### config.mk
export PLATFORM = sky130hd
export DESIGN_NAME = regfile_sb_flat
export DESIGN_NICKNAME = d
export VERILOG_FILES = /design/src/rtl/regfile_sb_pkg.sv /design/src/rtl/regfile_sb_if.sv /design/src/rtl/regfile_sb_scoreboard.sv /design/src/rtl/regfile_sb.sv /design/src/flat_wrapper.sv
export SDC_FILE = /design/constraint.sdc
export NUM_CORES = 2
export LEC_CHECK = 0
export BUFFER_PORTS_ARGS = -buffer_cell sky130_fd_sc_hd__buf_2
export CAP_MARGIN = 10
export CORE_UTILIZATION = 50
export CTS_CLUSTER_SIZE = 24
export DETAILED_ROUTE_END_ITERATION = 10
export GPL_TIMING_DRIVEN = 0
export PLACE_DENSITY = 0.66
export SETUP_SLACK_MARGIN = 0.02
export SKIP_CTS_REPAIR_TIMING = 1
export SYNTH_ARGS = -nofsm -noshare
export SYNTH_HDL_FRONTEND = slang
export SYNTH_SLANG_ARGS = --single-unit
### constraint.sdc
create_clock -name clk -period 8.95 [get_ports clk]
set_input_delay 2.685 -clock clk [delete_from_list [all_inputs] [get_ports clk]]
set_output_delay 2.685 -clock clk [all_outputs]
set_load 0.005 [all_outputs]
### src/rtl/regfile_sb_pkg.sv
// Shared defaults and types for the scoreboarded integer register file.
// Consumers: regfile_sb, regfile_sb_if, regfile_scoreboard.
package regfile_pkg;

   localparam int XLEN_DEF  = 32;
   localparam int NREGS_DEF = 32;
   localparam int AW_DEF    = $clog2(NREGS_DEF);
   localparam int ZERO_ADDR = 0;

   typedef logic [AW_DEF-1:0]   reg_addr_t;
   typedef logic [XLEN_DEF-1:0] xdata_t;

endpackage

### src/rtl/regfile_sb_if.sv
// Decode/writeback-facing bundle of the register file; master = pipeline, slave = regfile.
// Read data and busy flags are combinational from the addresses; no handshake.
interface regfile_sb_if
   import regfile_pkg::*;
#(
   parameter int XLEN  = XLEN_DEF,
   parameter int NREGS = NREGS_DEF,
   parameter int NRD   = 2
);
   localparam int AW = $clog2(NREGS);

   logic [NRD*AW-1:0]   rd_addr;
   logic [NRD*XLEN-1:0] rd_data;
   logic [NRD-1:0]      rd_busy;
   logic [NRD-1:0]      rd_en;
   logic                hazard;
   logic                iss_valid;
   logic [AW-1:0]       iss_rd;
   logic                wb_valid;
   logic [AW-1:0]       wb_rd;
   logic [XLEN-1:0]     wb_data;
   logic                flush;
   logic [NREGS-1:0]    busy_vec;

   modport master (
      output rd_addr, rd_en, iss_valid, iss_rd, wb_valid, wb_rd, wb_data, flush,
      input  rd_data, rd_busy, hazard, busy_vec
   );

   modport slave (
      input  rd_addr, rd_en, iss_valid, iss_rd, wb_valid, wb_rd, wb_data, flush,
      output rd_data, rd_busy, hazard, busy_vec
   );

endinterface

### src/rtl/regfile_sb_scoreboard.sv
// Per-register pending-write bits: flush > issue > writeback > hold.
// Updates on the clock edge; busy is visible the cycle after issue.
module regfile_scoreboard
   import regfile_pkg::*;
#(
   parameter int NREGS    = NREGS_DEF,
   parameter int ZERO_REG = 1
) (
   input  logic                     clk,
   input  logic                     rst_n,
   input  logic                     iss_valid,
   input  logic [$clog2(NREGS)-1:0] iss_rd,
   input  logic                     wb_valid,
   input  logic [$clog2(NREGS)-1:0] wb_rd,
   input  logic                     flush,
   output logic [NREGS-1:0]         busy
);
   localparam int AW = $clog2(NREGS);

   logic [NREGS-1:0] busy_nxt;

   // Issue beats a same-cycle writeback: the new producer is still outstanding.
   always_comb begin
      busy_nxt = busy;
      for (int r = 0; r < NREGS; r++) begin
         if (flush) begin
            busy_nxt[r] = 1'b0;
         end else if (iss_valid && (iss_rd == AW'(r))) begin
            busy_nxt[r] = 1'b1;
         end else if (wb_valid && (wb_rd == AW'(r))) begin
            busy_nxt[r] = 1'b0;
         end
      end
      if (ZERO_REG != 0) begin
         busy_nxt[ZERO_ADDR] = 1'b0;
      end
   end

   always_ff @(posedge clk or negedge rst_n) begin
      if (!rst_n) begin
         busy <= '0;
      end else begin
         busy <= busy_nxt;
      end
   end

endmodule

### src/rtl/regfile_sb.sv
// Multi-read-port register file with pending-write scoreboard; reads are zero-latency.
// Optional same-cycle writeback forwarding under `REGFILE_BYPASS_EN.
module regfile_sb
   import regfile_pkg::*;
#(
   parameter int XLEN     = XLEN_DEF,
   parameter int NREGS    = NREGS_DEF,
   parameter int NRD      = 2,
   parameter int ZERO_REG = 1
) (
   input  logic          clk,
   input  logic          rst_n,
   regfile_sb_if.slave   bus
);
   localparam int AW = $clog2(NREGS);

   logic [XLEN-1:0]     regs [NREGS];
   logic [NREGS-1:0]    busy;
   logic [NRD*XLEN-1:0] rd_data_w;
   logic [NRD-1:0]      rd_busy_w;
   logic                wb_to_zero;

   assign wb_to_zero = (ZERO_REG != 0) && (bus.wb_rd == AW'(ZERO_ADDR));

   always_ff @(posedge clk or negedge rst_n) begin
      if (!rst_n) begin
         for (int r = 0; r < NREGS; r++) begin
            regs[r] <= '0;
         end
      end else if (bus.wb_valid && !wb_to_zero) begin
         regs[bus.wb_rd] <= bus.wb_data;
      end
   end

   regfile_scoreboard #(
      .NREGS    (NREGS),
      .ZERO_REG (ZERO_REG)
   ) u_sb (
      .clk       (clk),
      .rst_n     (rst_n),
      .iss_valid (bus.iss_valid),
      .iss_rd    (bus.iss_rd),
      .wb_valid  (bus.wb_valid),
      .wb_rd     (bus.wb_rd),
      .flush     (bus.flush),
      .busy      (busy)
   );

   for (genvar k = 0; k < NRD; k++) begin : g_rd
      logic [AW-1:0] addr;
      logic          is_zero;

      assign addr    = bus.rd_addr[k*AW +: AW];
      assign is_zero = (ZERO_REG != 0) && (addr == AW'(ZERO_ADDR));

`ifdef REGFILE_BYPASS_EN
      logic byp_hit;

      // Forwarding is gated by reset so outputs stay quiet while rst_n is low.
      assign byp_hit = rst_n && bus.wb_valid && (bus.wb_rd == addr) && !is_zero;
      assign rd_data_w[k*XLEN +: XLEN] = is_zero ? '0 :
                                         byp_hit ? bus.wb_data : regs[addr];
      assign rd_busy_w[k] = byp_hit ? (bus.iss_valid && (bus.iss_rd == addr)) : busy[addr];
`else
      assign rd_data_w[k*XLEN +: XLEN] = is_zero ? '0 : regs[addr];
      assign rd_busy_w[k] = busy[addr];
`endif
   end

   assign bus.rd_data  = rd_data_w;
   assign bus.rd_busy  = rd_busy_w;
   assign bus.hazard   = |(rd_busy_w & bus.rd_en);
   assign bus.busy_vec = busy;

endmodule

### src/flat_wrapper.sv
// flat-port wrapper written by rule: the top's interface ports become plain ports
module regfile_sb_flat import regfile_pkg::*;
#(
   parameter int XLEN     = XLEN_DEF,
   parameter int NREGS    = NREGS_DEF,
   parameter int NRD      = 2,
   parameter int ZERO_REG = 1
)
  (clk, rst_n, bus_rd_addr, bus_rd_en, bus_iss_valid, bus_iss_rd, bus_wb_valid, bus_wb_rd, bus_wb_data, bus_flush, bus_rd_data, bus_rd_busy, bus_hazard, bus_busy_vec);
  regfile_sb_if #(.XLEN(XLEN), .NREGS(NREGS), .NRD(NRD)) bus_i ();
  input  logic clk;
  input  logic rst_n;
  input wire logic [$bits(bus_i.rd_addr)-1:0] bus_rd_addr;
  input wire logic [$bits(bus_i.rd_en)-1:0] bus_rd_en;
  input wire logic [$bits(bus_i.iss_valid)-1:0] bus_iss_valid;
  input wire logic [$bits(bus_i.iss_rd)-1:0] bus_iss_rd;
  input wire logic [$bits(bus_i.wb_valid)-1:0] bus_wb_valid;
  input wire logic [$bits(bus_i.wb_rd)-1:0] bus_wb_rd;
  input wire logic [$bits(bus_i.wb_data)-1:0] bus_wb_data;
  input wire logic [$bits(bus_i.flush)-1:0] bus_flush;
  output wire logic [$bits(bus_i.rd_data)-1:0] bus_rd_data;
  output wire logic [$bits(bus_i.rd_busy)-1:0] bus_rd_busy;
  output wire logic [$bits(bus_i.hazard)-1:0] bus_hazard;
  output wire logic [$bits(bus_i.busy_vec)-1:0] bus_busy_vec;
  assign bus_i.rd_addr = bus_rd_addr;
  assign bus_i.rd_en = bus_rd_en;
  assign bus_i.iss_valid = bus_iss_valid;
  assign bus_i.iss_rd = bus_iss_rd;
  assign bus_i.wb_valid = bus_wb_valid;
  assign bus_i.wb_rd = bus_wb_rd;
  assign bus_i.wb_data = bus_wb_data;
  assign bus_i.flush = bus_flush;
  assign bus_rd_data = bus_i.rd_data;
  assign bus_rd_busy = bus_i.rd_busy;
  assign bus_hazard = bus_i.hazard;
  assign bus_busy_vec = bus_i.busy_vec;
  regfile_sb #(.XLEN(XLEN), .NREGS(NREGS), .NRD(NRD), .ZERO_REG(ZERO_REG)) u_core (.clk(clk), .rst_n(rst_n), .bus(bus_i));
endmodule
Word level (Yosys, flattened, before mapping). Index checks and enable logic that the tools add are counted.

Register bits after elaboration: 1055. Bits of input ports: 59. Output and inout bits: 99.

Order comparisons: 6. Equality and inequality tests: 62. Muxes and demuxes: 108. Bitwise operators: 4. Reductions and logical operators: 100.

Operator list (number): bitwise mux 1024 bit (1); binary-select mux 32 bit (select 5 bit) (2); 2-to-1 mux 32 bit (7); demux 32 bit (select 5 bit) (1); equality test 5 bit (second input constant) (32); 2-to-1 mux 1 bit (95); nonzero test 3 bit (31); equality test 5 x 4 -> 1 bit (second input constant) (16); logical AND 1 bit (64); equality test 5 x 3 -> 1 bit (second input constant) (8); equality test 5 x 2 -> 1 bit (second input constant) (4); greater-or-equal comparator 6 bit (second input constant) (3); inverter 5 -> 6 bit (3); zero test 5 bit (3); < comparator 5 x 6 -> 1 bit (second input constant) (2); binary-select mux 1 bit (select 5 bit) (2); equality test 5 x 1 -> 1 bit (second input constant) (2); < comparator 6 x 1 -> 1 bit (second input constant) (1); bitwise AND 2 bit (1); OR reduction 2 bit (1); zero test 1 bit (1).

Longest topological paths before layout.
Depth after elaboration: 6. Mapped depth: 8. Mapped depth without buffers: 5.

Hierarchy. Synthesis repeated with hierarchy kept, for this count alone.

Cell total of the unflattened synthesis: 3535. Area, all modules: 56110.1 um^2.

By module, submodules not included: regfile_sb (times used 1, cells each 3376, area an instance 54586.1 um^2, seq. area each 25624.6 um^2); regfile_scoreboard (times used 1, cells each 159, area an instance 1524.0 um^2, seq. area each 775.7 um^2).

Worst setup path after synthesis. OpenSTA, ideal clock, no wires.

Path type: input port to output port. From: in bus_rd_addr[5]. To: out bus_rd_data[33]. Arrival time: 4481 ps. Path slack: 1784 ps. Stages: 7. Buffers on the path: 3. Cells stage by stage: clkbuf_1 -> clkbuf_1 -> buf_2 -> mux4_2 -> mux4_2 -> nand2_1 -> o21ai_0.

Cells in the longest elaborated chain, start to end: 5. Elaborated cells between the ends (all ways): 6. Classes of those cells: mux: 4; bitwise: 1; reduce/logical: 1.

Ends and longest elaborated chain: start, declared (line flat_wrapper.sv:13) `input wire logic [$bits(bus_i.rd_addr)-1:0] bus_rd_addr;`; inverter 5 -> 6 bit (not written as such) (line regfile_sb.sv:65) `assign rd_data_w[k*XLEN +: XLEN] = is_zero ? '0 : regs[addr];`; binary-select mux 32 bit (select 5 bit) (line regfile_sb.sv:65); 2-to-1 mux 32 bit (not written as such) (2 in series) (line regfile_sb.sv:65); 2-to-1 mux 32 bit * (line regfile_sb.sv:65); end, declared (line flat_wrapper.sv:21) `output wire logic [$bits(bus_i.rd_data)-1:0] bus_rd_data;`.

Mark *: on every way between the ends. The rest lies on a longest branch, timed or not. The select of a mux whose other input is x is not followed.

Final worst setup path.
From: in bus_rd_addr[6]. To: out bus_rd_data[61].

Same word-level chain as after synthesis.

==> flow_summary.json <==
{
  "routed_wl_um": 187000,
  "finalClockSkew_ns": 0,
  "slew_viol_final": 0,
  "pwr_density_cell_mw_per_mm2": 228,
  "dp_cells": 5137,
  "cts_buffers": 114,
  "drc": 0,
  "rsz0062_at_grt": "true",
  "grt_pass1_wl_um": 268000,
  "h-tree-depth": 3,
  "synth_area_leaders": "dfrtp_1, mux4_2, mux2_2, clkbuf_1, buf_2",
  "status": "complete, but fails checks",
  "violations": "negative setup slack",
  "grt_max_degree": 161,
  "die_h_um": 336,
  "fin_nets": 3832,
  "min_from": "u_core.regs[994]$_DFFE_PN0P_",
  "drv_cap": 0,
  "post-route-min-period_ns": 8.99,
  "finish.utilization_pct": 56.8,
  "vias": 36000,
  "setup_viol": 4,
  "drtAntennaViolNets": 0,
  "synth_top_area_share_pct": 47.3,
  "first_iter_violations": 4425,
  "critPathMaxFanout": 10,
  "path_class": "in -> out",
  "grt_pass1_vias": 36200,
  "rr_worst_depth": 2,
  "cp-end-kind": "output port",
  "start_util_pct": 50.4,
  "fin_ws_ns": -0.0442,
  "rr_endpoint": "u_core.u_sb.busy[20]$_DFFE_PN0P_",
  "ys_seq_area_share_pct": 47.3,
  "final_cell_mix": "dfrtp_1, mux2_2, mux4_2",
  "grtUsageTotal_pct": 33.9,
  "layout-drive-gt1-share_pct": 55.1,
  "holdPathEnd": "u_core.regs[994]$_DFFE_PN0P_",
  "r2r_slack_ns": 7.96,
  "min_path_cells": 1,
  "path_clk_slew_ns": 0.06,
  "cp.required_ns": 6.27,
  "core-area_mm2": 0.111,
  "clk_latency_ns": 0.72,
  "synthesis.nets": 3546,
  "ys_types": 34,
  "die-area_mm2": 0.113,
  "ir_drop_v": 0.000182,
  "yosys_warnings": 0,
  "grt.overflow.total": 0,
  "cp_cell_sequence": "clkbuf_1 -> clkbuf_1 -> buf_1 -> mux4_2 -> mux4_2 -> inv_1 -> o21ai_0 -> buf_2",
  "cts-root-buf": "clkbuf_16",
  "dpl_worst_slack_ns": 0.0542,
  "total_power_mw": 14.3,
  "syn_to_final_growth_pct": 12.8,
  "wl_per_cell_um": 34.9,
  "syn_inst": 3487,
  "die_x_um": 336,
  "ys_ff_latch": 1055,
  "power_leakage_nw": 27.0,
  "critPathTopFamily": "buffers and inverters",
  "netlist_area_mm2": 0.0558,
  "cts.sinks": 1055,
  "cp-start-kind": "input pin",
  "dpl.hpwl_um": 130000,
  "cp.arrival_ns": 6.31,
  "worst_slew_pin_slew_ns": 1.39,
  "clock_path_buffers": 3,
  "portBuffers": 146,
  "ios": 158,
  "slew_headroom_pct": 7.02,
  "tritoncts": "yes",
  "crit_slowest_cell": "buf_1",
  "gp_congestion": 0.936,
  "hold_viol": 0,
  "drt_pre_antenna_iters": 6,
  "viasPerCell": 6.73,
  "timing.rr.start": "u_core.u_sb.busy[20]$_DFFE_PN0P_",
  "hold_path_class": "reg -> reg",
  "layout_commonest_cell": "dfrtp_1",
  "antenna_found_initial": 5,
  "cp_num_buf_inv": 5,
  "avgSynthCellArea_um2": 16.0,
  "timing.fmax_ghz": 0.111,
  "instances_no_fill": 5356,
  "period_share_pct": 100,
  "cp_slowest_stage_delay_ns": 0.94,
  "yosys.area.top_type": "dfrtp_1",
  "rows": 122
}
## worst max path at each step
stage,startpoint,end,slack [ns],cells past startpoint
3_3_place_gp,rst_n,u_core.regs[272]$_DFFE_PN0P_,-18.40,1
4_1_cts,bus_rd_addr[1],bus_rd_data[30],0.05,8
6_report,bus_rd_addr[6],bus_rd_data[61],-0.04,8
3_5_place_dp,bus_rd_addr[1],bus_rd_data[30],0.05,8
2_1_floorplan,bus_rd_addr[5],bus_rd_data[33],1.78,7
5_1_grt,bus_rd_addr[6],bus_rd_data[45],0.009,8
## metal layers
metal	up-vias	GRT usage [%]	routed length [µm]
li1	14000	-	-
met1	19700	47.1	75500
met2	1901	49.4	83500
met3	383	10.3	19100
met4	6	14.7	8670
met5	-	1.49	253
## registers in the layout, summed over array words and instances, names as in the netlist
| signal | flops |
|---|---|
| u_core.u_sb.busy | 31 |
| u_core.regs | 1024 |
## layout make-up
cell class	instances	area, µm²
clock buffers	158	3280
diodes	3	7.51
repair buffers	170	1170
flip-flops and latches	1055	26400
fillers	8896	47800
plain buffers	401	1660
multi-input cells	1964	27500
well taps	1488	1860
clock inverters	50	748
inverters	67	251
## stage by stage
stage | setup TNS (ns) | hold slack, ns | instance area (µm²)
6_report | -0.112 | 0.475 | 62900
5_1_grt | 0 | 0.494 | 62900
4_1_cts | 0 | 0.481 | 62800
3_5_place_dp | 0 | 0.464 | 58700
3_3_place_gp | - | 0.453 | 58400
2_1_floorplan | 0 | 0.441 | 55800
## cells by family after synthesis
logic type             count (synthesis)  synth area share, %
other                                  1              0.00673
and+or+nand+nor                      192                 1.53
buffers and inverters                468                 3.43
AOI/OAI and AO/OA                    115                 1.15
muxes                               1656                 46.5
DFF                                 1055                 47.3
## where the power goes
group | switching (mW) | total [mW] | leakage, nW | internal [mW]
logic | 1.17 | 2.96 | 11.5 | 1.79
clock network | 2.06 | 5.10 | 1.98 | 3.04
registers | 0.619 | 6.27 | 13.6 | 5.65
## Yosys cell counts
library cell,count
inv_1,66
nand2b_1,19
dfrtp_1,1055
mux4_2,650
nand4_1,2
nor2_1,37
nor4b_1,1
a22oi_1,17
nor4_1,1
nand4b_1,1
nor3_1,11
buf_1,50
nand2_1,100
nor2b_1,8
o22ai_1,1
a311oi_1,2
mux2_2,995
a22o_1,1
nand3b_1,4
nand3_1,5
or4_1,2
inv_2,1
a31oi_1,1
buf_4,1
a21o_1,2
mux2i_1,11
o21ai_0,70
conb_1,1
and2_1,1
a21oi_1,20
clkbuf_1,240
o211ai_1,1
buf_2,108
buf_6,2
Power figures use the tool's default switching activity.
